--- config.mk ---
export PLATFORM = sky130hd
export DESIGN_NAME = cp0_unit_flat
export DESIGN_NICKNAME = d
export VERILOG_FILES = /design/src/rtl/cp0_unit_if.sv /design/src/rtl/cp0_unit.sv /design/src/flat_wrapper.sv
export SDC_FILE = /design/constraint.sdc
export NUM_CORES = 1
export LEC_CHECK = 0
export ABC_CLOCK_PERIOD_IN_PS = 4680
export CAP_MARGIN = 25
export CORE_AREA = 10 10 76 127
export DETAILED_ROUTE_END_ITERATION = 8
export DIE_AREA = 0 0 86 137
export PLACE_DENSITY_LB_ADDON = 0.2
export REMOVE_ABC_BUFFERS = 1
export SLEW_MARGIN = 5
export SYNTH_ARGS = -nofsm -noshare
export SYNTH_HDL_FRONTEND = slang
export SYNTH_SLANG_ARGS = --single-unit
--- constraint.sdc ---
create_clock -name clk -period 4.68 [get_ports clk]
set_input_delay 0.468 -clock clk [delete_from_list [all_inputs] [get_ports clk]]
set_output_delay 0.468 -clock clk [all_outputs]
set_load 0.02 [all_outputs]
--- src/rtl/cp0_unit_if.sv ---
// ---------------------------------------------------------------------------
// cp0_unit_if
// Groups the signals passed between the M stage and coprocessor 0.
//   master : the pipeline side. It drives the mtc0 write, the M-stage PC,
//            the branch-delay flag, the exception code, the interrupt lines
//            and eret. It receives the read data, EPC, the flush request and
//            EXL.
//   slave  : the cp0_unit side, with every direction reversed.
// Signals:
//   en, cp0_addr, cp0_wdata  mtc0 write enable, register number, write data
//   vpc, bd_in               PC of the M instruction, delay-slot flag
//   exc_code_in              pipelined exception code (0 = none)
//   hw_int                   level-sensitive external interrupt lines
//   eret                     eret is in M
//   cp0_rdata                mfc0 read data (combinational)
//   epc_out                  current EPC
//   req                      take an interrupt/exception this cycle
//   exl_out                  SR.EXL
// ---------------------------------------------------------------------------
interface cp0_unit_if;
    logic        en;
    logic [4:0]  cp0_addr;
    logic [31:0] cp0_wdata;
    logic [31:0] vpc;
    logic        bd_in;
    logic [4:0]  exc_code_in;
    logic [5:0]  hw_int;
    logic        eret;
    logic [31:0] cp0_rdata;
    logic [31:0] epc_out;
    logic        req;
    logic        exl_out;

    modport master (
        output en, cp0_addr, cp0_wdata, vpc, bd_in, exc_code_in, hw_int, eret,
        input  cp0_rdata, epc_out, req, exl_out
    );

    modport slave (
        input  en, cp0_addr, cp0_wdata, vpc, bd_in, exc_code_in, hw_int, eret,
        output cp0_rdata, epc_out, req, exl_out
    );
endinterface

--- src/rtl/cp0_unit.sv ---
// ---------------------------------------------------------------------------
// cp0_unit
// Coprocessor 0 for the M stage. It holds SR, Cause, EPC and PRId. Each
// cycle it decides whether to take an interrupt or an exception, and it
// raises the global flush request.
// Ports:
//   clk    : clock. All state changes on the rising edge.
//   reset  : synchronous, active-high reset.
//   bus    : cp0_unit_if.slave. It carries the mtc0/mfc0 access, the M-stage
//            PC, the delay-slot flag, the exception code, the interrupt
//            lines and eret in. It carries rdata, EPC, req and EXL out.
// ---------------------------------------------------------------------------
module cp0_unit #(
    parameter logic [31:0] PRID_VAL  = 32'h2024_0707,
    parameter logic [31:0] EPC_RESET = 32'h0000_0000
) (
    input  logic       clk,
    input  logic       reset,
    cp0_unit_if.slave  bus
);

    localparam logic [4:0] ADDR_SR    = 5'd12;
    localparam logic [4:0] ADDR_CAUSE = 5'd13;
    localparam logic [4:0] ADDR_EPC   = 5'd14;
    localparam logic [4:0] ADDR_PRID  = 5'd15;

    // Only the implemented fields are stored. Reserved bits are rebuilt as
    // zero when the full registers are assembled.
    logic [5:0]  r_im;
    logic        r_exl;
    logic        r_ie;
    logic        r_bd;
    logic [5:0]  r_ip;
    logic [4:0]  r_excCode;
    logic [31:0] r_epc;

    logic [31:0] w_sr;
    logic [31:0] w_cause;
    logic        w_intReq;
    logic        w_excReq;
    logic        w_req;

    assign w_sr    = {16'h0000, r_im, 8'h00, r_exl, r_ie};
    assign w_cause = {r_bd, 15'h0000, r_ip, 3'b000, r_excCode, 2'b00};

    // Both requests are masked while a handler runs (EXL=1). An interrupt
    // wins over a pending exception, so ExcCode is 0 when both are present.
    assign w_intReq = r_ie & ~r_exl & (|(bus.hw_int & r_im));
    assign w_excReq = ~r_exl & (bus.exc_code_in != 5'd0);
    assign w_req    = w_intReq | w_excReq;

    assign bus.req     = w_req;
    assign bus.epc_out = r_epc;
    assign bus.exl_out = r_exl;

    // mfc0 read port. It shows the pre-edge register contents and has no
    // bypass from a write in the same cycle.
    always_comb begin
        bus.cp0_rdata = 32'h0000_0000;
        case (bus.cp0_addr)
            ADDR_SR:    bus.cp0_rdata = w_sr;
            ADDR_CAUSE: bus.cp0_rdata = w_cause;
            ADDR_EPC:   bus.cp0_rdata = r_epc;
            ADDR_PRID:  bus.cp0_rdata = PRID_VAL;
            default:    bus.cp0_rdata = 32'h0000_0000;
        endcase
    end

    // State update.
    // IP copies the interrupt lines every cycle.
    // Taking a request records the fault context. The mtc0 in that cycle
    // belongs to the faulting instruction, so it is discarded.
    // Without a request, an mtc0 applies first. A simultaneous eret then
    // clears EXL, so eret wins over an SR write of EXL=1.
    always_ff @(posedge clk) begin
        if (reset) begin
            r_im      <= 6'd0;
            r_exl     <= 1'b0;
            r_ie      <= 1'b0;
            r_bd      <= 1'b0;
            r_ip      <= 6'd0;
            r_excCode <= 5'd0;
            r_epc     <= EPC_RESET;
        end else begin
            r_ip <= bus.hw_int;
            if (w_req) begin
                r_exl     <= 1'b1;
                r_bd      <= bus.bd_in;
                r_excCode <= w_intReq ? 5'd0 : bus.exc_code_in;
                r_epc     <= bus.bd_in ? (bus.vpc - 32'd4) : bus.vpc;
            end else begin
                if (bus.en && (bus.cp0_addr == ADDR_SR)) begin
                    r_im  <= bus.cp0_wdata[15:10];
                    r_exl <= bus.cp0_wdata[1];
                    r_ie  <= bus.cp0_wdata[0];
                end
                if (bus.en && (bus.cp0_addr == ADDR_EPC)) begin
                    r_epc <= bus.cp0_wdata;
                end
                if (bus.eret) begin
                    r_exl <= 1'b0;
                end
            end
        end
    end

endmodule

--- src/flat_wrapper.sv ---
// flat-port wrapper written by rule: the top's interface ports become plain ports
module cp0_unit_flat 
#(
    parameter logic [31:0] PRID_VAL  = 32'h2024_0707,
    parameter logic [31:0] EPC_RESET = 32'h0000_0000
)
  (clk, reset, bus_en, bus_cp0_addr, bus_cp0_wdata, bus_vpc, bus_bd_in, bus_exc_code_in, bus_hw_int, bus_eret, bus_cp0_rdata, bus_epc_out, bus_req, bus_exl_out);
  cp0_unit_if bus_i ();
  input  logic clk;
  input  logic reset;
  input wire logic [$bits(bus_i.en)-1:0] bus_en;
  input wire logic [$bits(bus_i.cp0_addr)-1:0] bus_cp0_addr;
  input wire logic [$bits(bus_i.cp0_wdata)-1:0] bus_cp0_wdata;
  input wire logic [$bits(bus_i.vpc)-1:0] bus_vpc;
  input wire logic [$bits(bus_i.bd_in)-1:0] bus_bd_in;
  input wire logic [$bits(bus_i.exc_code_in)-1:0] bus_exc_code_in;
  input wire logic [$bits(bus_i.hw_int)-1:0] bus_hw_int;
  input wire logic [$bits(bus_i.eret)-1:0] bus_eret;
  output wire logic [$bits(bus_i.cp0_rdata)-1:0] bus_cp0_rdata;
  output wire logic [$bits(bus_i.epc_out)-1:0] bus_epc_out;
  output wire logic [$bits(bus_i.req)-1:0] bus_req;
  output wire logic [$bits(bus_i.exl_out)-1:0] bus_exl_out;
  assign bus_i.en = bus_en;
  assign bus_i.cp0_addr = bus_cp0_addr;
  assign bus_i.cp0_wdata = bus_cp0_wdata;
  assign bus_i.vpc = bus_vpc;
  assign bus_i.bd_in = bus_bd_in;
  assign bus_i.exc_code_in = bus_exc_code_in;
  assign bus_i.hw_int = bus_hw_int;
  assign bus_i.eret = bus_eret;
  assign bus_cp0_rdata = bus_i.cp0_rdata;
  assign bus_epc_out = bus_i.epc_out;
  assign bus_req = bus_i.req;
  assign bus_exl_out = bus_i.exl_out;
  cp0_unit #(.PRID_VAL(PRID_VAL), .EPC_RESET(EPC_RESET)) u_core (.clk(clk), .reset(reset), .bus(bus_i));
endmodule
After elaboration in Yosys (flattened, before gate mapping)
Cells that the tools add are included.
Widths: inputs -> output; s select.

operators by class
  $add $sub $neg = 1
  eq/ne operators = 4
  divide/modulo/power cells = 0
  muxes and demuxes = 8
  bitwise gates (word level) = 7
  shift-type cells = 0
  reductions and logical operators = 7
  order comparisons = 0
  multiply operators = 0

operator list
  cell                   number
  $pmux 32 s4            1
  $mux 32                3
  $sub 32x3->32 const B  1
  $eq 5x4->1 const B     4
  $and 6x6->6            1
  $reduce_or 6->1        1
  $mux 5                 1
  $reduce_bool 5->1      1
  $and 1x1->1            3
  $mux 1                 3
  $reduce_bool 3->1      1
  $logic_and 1x1->1      2
  $not 1->1              2
  $reduce_and 2->1       1
  $reduce_bool 2->1      1
  $or 1x1->1             1

word-level totals
  memories kept = 0
  bits in registers = 52
  output and inout bits = 66
  logic and storage cells = 34
  bits in writable memories = 0
  input bits = 85
  latch bits = 0
  ROM bits = 0

Logic depth before layout (Yosys ltp)
Gate-level depths: netlist of the first run.

  depth after elaboration = 6
  gate-level depth with buffers = 9
  mapped depth without buffers = 7

Worst setup path after synthesis of the first run
No wires, ideal clock.

  kind = in2out
  start point = in bus_exc_code_in[3]
  end point = out bus_req
  slack = 2.587 ns
  data arrival time = 1.625 ns
  stages on the path = 4
  buffers on the path = 1
  required time = 4.212 ns
  path through = or4_4 -> o31ai_4 -> inv_2 -> buf_1

on the way
  cells in the longest elaborated chain, start to end = 3

RTL lines
  what                line                RTL
  start: declaration  flat_wrapper.sv:16  input wire logic [$bits(bus_i.exc_code_in)-1:0] bus_exc_code_in;
  $reduce_bool 5->1   cp0_unit.sv:49      assign w_excReq = ~r_exl & (bus.exc_code_in != 5'd0);
  $and 1x1->1         cp0_unit.sv:49
  $or 1x1->1          cp0_unit.sv:50      assign w_req = w_intReq | w_excReq;
  end: declaration    flat_wrapper.sv:21  output wire logic [$bits(bus_i.req)-1:0] bus_req;

Every way passes these cells.

Worst setup path after layout of the first run
  start point = in bus_cp0_addr[0]
  end point = out bus_cp0_rdata[4]

on the way
  cells in the longest elaborated chain, start to end = 2

RTL lines
  what                line                RTL
  start: declaration  flat_wrapper.sv:12  input wire logic [$bits(bus_i.cp0_addr)-1:0] bus_cp0_addr;
  $eq 5x4->1          cp0_unit.sv:60      case (bus.cp0_addr)
  $pmux 32 s4 (*)     cp0_unit.sv:60
  end: declaration    flat_wrapper.sv:19  output wire logic [$bits(bus_i.cp0_rdata)-1:0] bus_cp0_rdata;

Mark *: on every way between the ends. The rest lies on a longest branch, timed or not.

==> metrics list, run 1 <==
* Area inside the core boundary: 7510 um2
* Commonest cells after routing, fill and taps aside: clkdlybuf4s50_1, nor2_1, dfxtp_1
- In this run the horizontal extent of the chip is 86 um.
- In the synthesized netlist the async set-or-reset flop fraction comes to 0%.
- TritonCTS built the clock tree.
- CTS resizes: 0
- Path category of the worst min-delay check: reg2reg
* Count of inserted antenna diode cells: 0
* Endpoint kind of the worst setup timing path: primary output
* Global-route wire length before repair: 18,300 um
- Dominant combinational cell family by area after synthesis: simple AND/OR/NAND/NOR gates
* Via count normalized by instance count: 5.49
- The pre-antenna-repair detailed-routing pass consisted of 4 iterations.
- The synthesized netlist devotes 24.0% of its cell area to simple gates.
- The via count of the first global-routing pass came to 3,641.
- Instance count of the mapped netlist: 387
- The critical path is of the in2out type.
* Mux share of post-synthesis cell area: 13.9%
- For this design the total switching power over the nets is 0.352 mW.
* Antenna violations before repair: 0
* Synth Area per Inst: 8.49 um2
- Clock sink total: 52
- First-iteration detailed-routing DRC count: 152
- STA puts the critical path data arrival time at 2.88 ns.
- CTS built an H-tree with a depth of 2.
- Static timing analysis puts the maximum clock frequency at 0.299 GHz.
* Ratio of cells with drive above 1 in the final layout: 6.14%
- Wires add up to 11,500 um.
- The clock passes through at most 2 buffers.
* Setup Fix Bufs, Post-CTS: 0
- Leakage: 1.75 nW
- GR Util All Layers: 19.1%
* Most instantiated flip-flop cell in the synthesis netlist: dfxtp_1
* Dominant delay contributor by cell family on the critical path: buffers and inverters
- Compared with the post-synthesis result, the final layout area differs by 49.0%.
- On the final layout, the worst hold slack is 0.458 ns.
* Final setup TNS: 0 ns
* Commonest non-fill, non-tap cell in the layout: clkdlybuf4s50_1
- The tree is rooted in a clkbuf_16.
- Worst Max-Slew Pin Slew: 1.01 ns
* Final min period: 3.35 ns
* Flops & latches, synth: 52
- After synthesis the cells add up to 3290 um2.
* RePlAce Congestion: 0.882
- Rel. slew slack: 32.6%
- For the worst setup path, the data required time is 4.21 ns.
- Across the run, the number of max-cap violations was 0.
- Once layout is complete, the utilization of the core stands at 65.1%.
* Count of endpoints failing setup in the final report: 0
- In this run the worst path has a maximum fanout of 14.
- The largest total area in the synthesized netlist belongs to dfxtp_1.
- Hold repair after CTS inserted 0 buffers.
- Number of port buffers: 150
- Number of remaining DRC errors: 0
- The synthesized design contains 0 enable-type register cells.
- After Yosys synthesis, full adders, half adders and majority gates account for 0.381% of the synthesized area.
- Fraction of the mapped netlist area in compound gates: 16.5%
- Clock edge transition at the registers on the reported setup and hold paths: 0.07 ns
- Among the stages of the critical path, the cell type that occurs most often is clkdlybuf4s50_1.
* Total power: 1.19 mW
- After Yosys synthesis, XOR and XNOR cells account for 7.20% of the synthesized area.
- The die is 137 um tall.
- The share of total power dissipated in the clock network is 30.3%.
* Sequential power share: 42.0%
* Slowest stage cell, crit path: nor2b_1
- DIE AREA: 11,800 um2
- Number of antenna-violating nets in the routed design: 0
- The routed layout has 3,346 vias.
- Number of stages on the worst setup path: 6
- The number of pins with negative max-slew slack in the final report is 0.
- Cell variety after synth: 48
- IR analysis of the VDD net gives a maximum drop of 176 uV.
- Effective utilization at floorplan: 43.7%
- The final hold violation count came to 0.
- Synth top area cells: dfxtp_1, mux2i_1, nor2_1, xnor2_1, a21oi_1
* Unrepaired setup endpoints after global routing: no
- Status: completed
- Power Internal: 0.843 mW
* Warnings from Yosys: 0
* Fraction of post-synthesis cell area in the top cell type by area: 31.7%
- Skew final: 0.00640 ns
* Power per cell area: 244 nW/um2
- Wirelength per Cell: 18.9 um
- The share of the Yosys chip area taken by registers is 31.7%.
- Number of cells on the worst reg-to-reg path: 6
- Switching part of the total power: 29.4%
* Kind of launch point of the worst setup path: input port
* Hold-critical path depth: 2
- Pin count of the biggest net entering global routing: 53
- The later pin in the worst-skew pair is clocked with a latency of 0.30 ns.
- Once detailed placement completed, the half-perimeter wirelength came to 9110 um.
- Num rows: 42
* List of cells traversed by the critical path: clkdlybuf4s50_1 > buf_4 > nor2b_1 > a22oi_1 > nor2_1 > clkdlybuf4s50_1
- Final period utilization: 71.5%
- Global route total overflow: 0
- During I/O placement, the number of pins put on the boundary was 151.
- Per report_power, the combinational group accounts for 27.6% of the total.
- The largest single stage delay on the critical path is 0.72 ns.
- Number of buffers created by CTS: 5
- After the last flow step, the layout net total stands at 607.
- The critical path contains buffers and inverters numbering 3 combined.
-- final timing paths --
check                                                 start                                 end  slack, ns
worst min register to register     u_core.r_bd$_SDFFE_PP0N_            u_core.r_bd$_SDFFE_PP0N_       0.46
worst max register to register  u_core.r_im[3]$_SDFFE_PP0P_  u_core.bus.epc_out[3]$_SDFFE_PP0P_       2.41
worst min-delay path               u_core.r_bd$_SDFFE_PP0N_            u_core.r_bd$_SDFFE_PP0N_       0.46
worst max-delay path                        bus_cp0_addr[0]                    bus_cp0_rdata[4]       1.33
-- worst register-to-register path: cells and delay by family (launching register included) --
kind                   cells  cell delay (ns)
AO/OA/AOI/OAI              4             1.23
buffers and inverters      1             0.47
flip-flops                 1             0.32
AND/OR/NAND/NOR            1             0.17
-- cell type report --
| type | count | area [um2] |
|---|---|---|
| fillers | 677 | 2620 |
| multi-input cells | 299 | 2040 |
| repair buffers | 156 | 1540 |
| flip-flops and latches | 52 | 1040 |
| clock buffers | 5 | 125 |
| well taps | 88 | 110 |
| inverters | 7 | 26.3 |
| clock inverters | 2 | 12.5 |
-- registers in the layout, summed over array words and instances (netlist names) --
signal	cells
u_core.r_bd	1
u_core.r_ie	1
u_core.bus.exl_out	1
u_core.r_ip	6
u_core.bus.epc_out	32
u_core.r_im	6
u_core.r_excCode	5
-- per-stage QoR --
stage	area, um2	instances	setup slack, ns
after CTS	4890	609	1.31
after detailed placement	4760	602	1.31
final	4890	609	1.33
after global routing	4890	609	1.10
after floorplan	3100	358	1.74
after global placement	4760	602	1.41
-- logic make-up (layout without fill, tap and decap cells) --
family,Yosys count,count (layout)
AND/OR/NAND/NOR,146,146
AO/OA/AOI/OAI,80,80
flip-flops,52,52
multiplexers,45,45
buffers and inverters,36,170
XOR/XNOR,27,27
adder cells (fa/ha/maj),1,1
-- per-layer routing --
metal | vias to the layer above | wire (um) | GRT usage, %
li1 | 1648 | - | -
met1 | 1570 | 3930 | 18.4
met2 | 103 | 6310 | 34.9
met3 | 25 | 863 | 6.67
met4 | 0 | 409 | 9.19
met5 | - | 0 | 0
-- synth_stat cells, types with 2 or more instances --
| library cell | count |
|---|---|
| nand2_1 | 9 |
| mux2i_1 | 40 |
| inv_1 | 6 |
| buf_2 | 7 |
| or3_1 | 3 |
| clkbuf_1 | 12 |
| nand3b_1 | 3 |
| nand4_1 | 5 |
| buf_6 | 3 |
| a21o_1 | 14 |
| a22oi_1 | 10 |
| a21oi_1 | 27 |
| nor2b_1 | 11 |
| clkbuf_8 | 3 |
| nor2_1 | 63 |
| mux2_2 | 5 |
| nor3b_1 | 4 |
| o21ai_0 | 5 |
| nand3_1 | 4 |
| a311oi_1 | 2 |
| and3_1 | 14 |
| a211oi_1 | 17 |
| buf_4 | 3 |
| xnor2_1 | 21 |
| dfxtp_1 | 52 |
| nor3_1 | 12 |
| xor2_1 | 6 |
| nor4_1 | 6 |
-- power by group through the flow --
stage	logic, mW	registers [mW]	clock network, mW
3_3_place_gp	0.327	0.511	0
5_1_grt	0.356	0.506	0.392
3_5_place_dp	0.331	0.512	0
2_1_floorplan	0.112	0.538	0
4_1_cts	0.333	0.502	0.374
6_report	0.330	0.502	0.362
(Power assumes the default switching activity.)
==> run 2, diff against run 1 <==
--- a/config.mk
+++ b/config.mk
@@ -5,11 +5,11 @@
 export SDC_FILE = /design/constraint.sdc
 export NUM_CORES = 1
 export LEC_CHECK = 0
-export ABC_CLOCK_PERIOD_IN_PS = 4680
+export ABC_CLOCK_PERIOD_IN_PS = 2700
 export CAP_MARGIN = 25
-export CORE_AREA = 10 10 76 127
+export CORE_AREA = 10 10 82 137
 export DETAILED_ROUTE_END_ITERATION = 8
-export DIE_AREA = 0 0 86 137
+export DIE_AREA = 0 0 92 147
 export PLACE_DENSITY_LB_ADDON = 0.2
 export REMOVE_ABC_BUFFERS = 1
 export SLEW_MARGIN = 5
==> constraint.sdc (replaced) <==
create_clock -name clk -period 2.7 [get_ports clk]
set_input_delay 0.27 -clock clk [delete_from_list [all_inputs] [get_ports clk]]
set_output_delay 0.27 -clock clk [all_outputs]
set_load 0.02 [all_outputs]
==> run 2 against run 1 <==
  * Routed wire length rose by 7.7%
  * Critical path depth fell by 1
  * Count of clock-buffer cells in the layout did not move
  * Worst setup slack got worse by 1.1 ns
  * Clock power rose by 78%
  * Combinational power rose by 81%
  * Critical path type unchanged
  * Largest cell class unchanged
==> metrics list, run 2 (synthesis gave the netlist of run 1 again) <==
* Status: completed
* Die W: 92 um (+7.0%)
- The smallest clock period supported by the final layout is computed as 2.51 ns.
- The ratio of total power to cell area was 414 nW/um2 (+70%).
- The tree is rooted in a clkbuf_16.
- The average detailed-routed wire length per instance came to 18.8 um (-0.36%).
- Area of combinational cells with multiple inputs: 2040 um2 (unchanged)
* Clock tree from TritonCTS: built
* Part of the power in combinational logic: 28.3% (+0.7 points)
* Clock sink total: 52 (unchanged)
- The register area was 1040 um2 (unchanged).
* First-iteration detailed-routing DRC count: 112 (-26%)
- Via count normalized by instance count: 5.18 (-5.8%)
- H-tree level count: 2 (unchanged)
- Number of flip-flops in the largest register: 32 (unchanged)
- Number of violations of the max-capacitance limit: 0 (unchanged)
- The buffers inserted during post-CTS setup optimization was 0 (unchanged).
- Count of inserted antenna diode cells: 0 (unchanged)
- The detailed placer's ending HPWL was 9860 um (+8.3%).
* Effective utilization at floorplan: 36.6% (-7.1 points)
* Number of port buffers: 150 (unchanged)
- The total leakage power is 1.84 nW (+5.0%).
* Antenna violations before repair: 0 (unchanged)
- Commonest cells after routing, fill and taps aside: clkdlybuf4s50_1, nor2_1, dfxtp_1
- Utilization after layout: 56.7% (-8.4 points)
- The worst clock skew is 0.00669 ns (+0.000293 ns).
- Critical setup path kind: in2out
- The number of nets with antenna violations after detailed routing came to 0 (unchanged).
* Kind of launch point of the worst setup path: input port
- The area of the placeable core was 8980 um2 (+19%).
* Filler Cells Inserted: 868 (+28%)
* Global route total overflow: 0 (unchanged)
* RePlAce Congestion: 0.820 (-7.0%)
- The number of buffers on the longest clock path is 2 (unchanged).
- Endpoint kind of the worst setup timing path: primary output
- The worst-case vdd ir drop came to 276 uV (+57%).
- Switching part of the total power: 29.6% (+0.23 points)
- The library cell used most frequently in the layout, excluding fill and tap cells, is clkdlybuf4s50_1.
* Top achievable clock speed: 0.399 GHz
* Count of endpoints failing setup in the final report: 0 (unchanged)
* CP Max Fanout: 2 (-12)
- Launch instance of the worst register-to-register path: u_core.r_im[1]$_SDFFE_PP0P_
- Worst stage delay on the critical path: 0.57 ns (-0.15 ns)
- The post-route DRC violation count came to 0 (unchanged).
- The source-to-sink clock delay at the later pin of the worst-skew pair is 0.29 ns (about the same).
* Global-route wire length before repair: 19,400 um (+5.8%)
- Final setup TNS: 0 ns (unchanged)
- Drt first pass iters: 4 (unchanged)
- The maximum number of pins on one net before global-route repair was 53 (unchanged).
- The final critical path takes up 92.9% of the cycle.
- Num rows: 46 (+9.5%)
* Total via count after detailed routing: 3,406 (+1.8%)
- Worst endpoint data arrival time: 2.24 ns (-0.64 ns)
- The via count of the first global-routing pass came to 3,633 (-0.22%).
* Clock group share of total power: 30.5% (+0.2 points)
- Hold-fix buffers at CTS: 0 (unchanged)
- Relative to the synthesized area, the layout overhead comes to 55.0%.
- The slowest stage of the critical path belongs to the cell or4_4.
* Die Span Y: 147 um (+7.3%)
- Number of buffers created by CTS: 5 (unchanged)
- Power Internal: 1.48 mW (+76%)
* Beginning of the worst hold path: u_core.r_excCode[1]$_SDFFE_PP0N_
* Cell occurring most often along the worst timing path: clkdlybuf4s50_1
* Final-report hold violation count: 0 (unchanged)
- In this run the worst setup path begins at bus_exc_code_in[3].
- Ratio of cells with drive above 1 in the final layout: 9.11% (+3.0 points)
- DIE AREA: 13,500 um2 (+15%)
- The transition time at the pin with the least slew margin came to 1.02 ns (+0.0135 ns).
- The total length of routed wires was 12,400 um (+7.7%).
- Net load switching power: 0.625 mW (+78%)
- Unrepaired setup endpoints after global routing: no
* CTS resizes: 0 (unchanged)
- The total routing usage reported by global routing is 17.8% (-1.4 points).
* Number of nets in the layout: 623 (+2.6%)
* Rel. slew slack: 31.7% (-0.90 points)
- Clock edge transition at the registers on the reported setup and hold paths: 0.07 ns (about the same)
* Path category of the worst min-delay check: reg2reg
- The sequential share of power is 41.2% (-0.8 points).
* Max Transition Viols Final: 0 (unchanged)
* # IOs: 151 (unchanged)
- Data required time of the critical path: 2.43 ns (-1.78 ns)
* List of cells traversed by the critical path: clkdlybuf4s50_1 > or4_4 > o31ai_4 > inv_2 > clkdlybuf4s50_1
-- run 2: worst max-delay path, delay by kind of cell --
kind	cells	cell delay [ns]
and+or+nand+nor	1	0.57
AOI/OAI and AO/OA	1	0.34
buffers and inverters	3	1.05
-- run 2: final cells by class --
class                      instances  area share (%)
clock buffer                       5            2.46
clock inverter                     3           0.467
inverter                           7           0.516
multi-input combinational        299            40.0
sequential                        52            20.4
tap                              120            2.95
timing repair buffer             172            33.1
-- run 2: power by group through the flow --
stage          combinational (mW)  clock, mW  sequential (mW)
4_1_cts                     0.602      0.662            0.870
6_report                    0.596      0.643            0.869
3_5_place_dp                0.600          0            0.887
3_3_place_gp                0.594          0            0.885
5_1_grt                     0.642      0.689            0.877
2_1_floorplan               0.194          0            0.933
-- run 2: final timing paths --
kind / to / slack [ns] / cells past startpoint
hold / removal: u_core.r_excCode[1]$_SDFFE_PP0N_ / 0.47 / 2
setup / recovery: bus_req / 0.19 / 5
setup reg to reg: u_core.bus.epc_out[11]$_SDFFE_PP0P_ / 0.79 / 8
hold reg to reg: u_core.r_excCode[1]$_SDFFE_PP0N_ / 0.47 / 2
-- run 2: through the flow --
| stage | hold WS (ns) | instance area, um2 | power, mW | instances | setup slack (ns) |
|---|---|---|---|---|---|
| finish | 0.469 | 5090 | 2.11 | 658 | 0.192 |
| global route | 0.489 | 5090 | 2.21 | 658 | 0.135 |
| global placement | 0.446 | 4940 | 1.48 | 650 | 0.217 |
| detailed placement | 0.449 | 4940 | 1.49 | 650 | 0.200 |
| CTS | 0.461 | 5090 | 2.13 | 658 | 0.181 |
| floorplan | 0.335 | 3100 | 1.13 | 358 | -0.0276 |
-- run 2: routing by layer --
| metal | wire, um | share of wire [%] | global-route usage [%] | vias to the layer above |
|---|---|---|---|---|
| li1 | - | - | - | 1682 |
| met1 | 4370 | 35 | 16.9 | 1601 |
| met2 | 7040 | 57 | 35.2 | 110 |
| met3 | 807 | 6.5 | 5.31 | 13 |
| met5 | 0 | 0 | 0 | - |
| met4 | 172 | 1.4 | 4.34 | 0 |
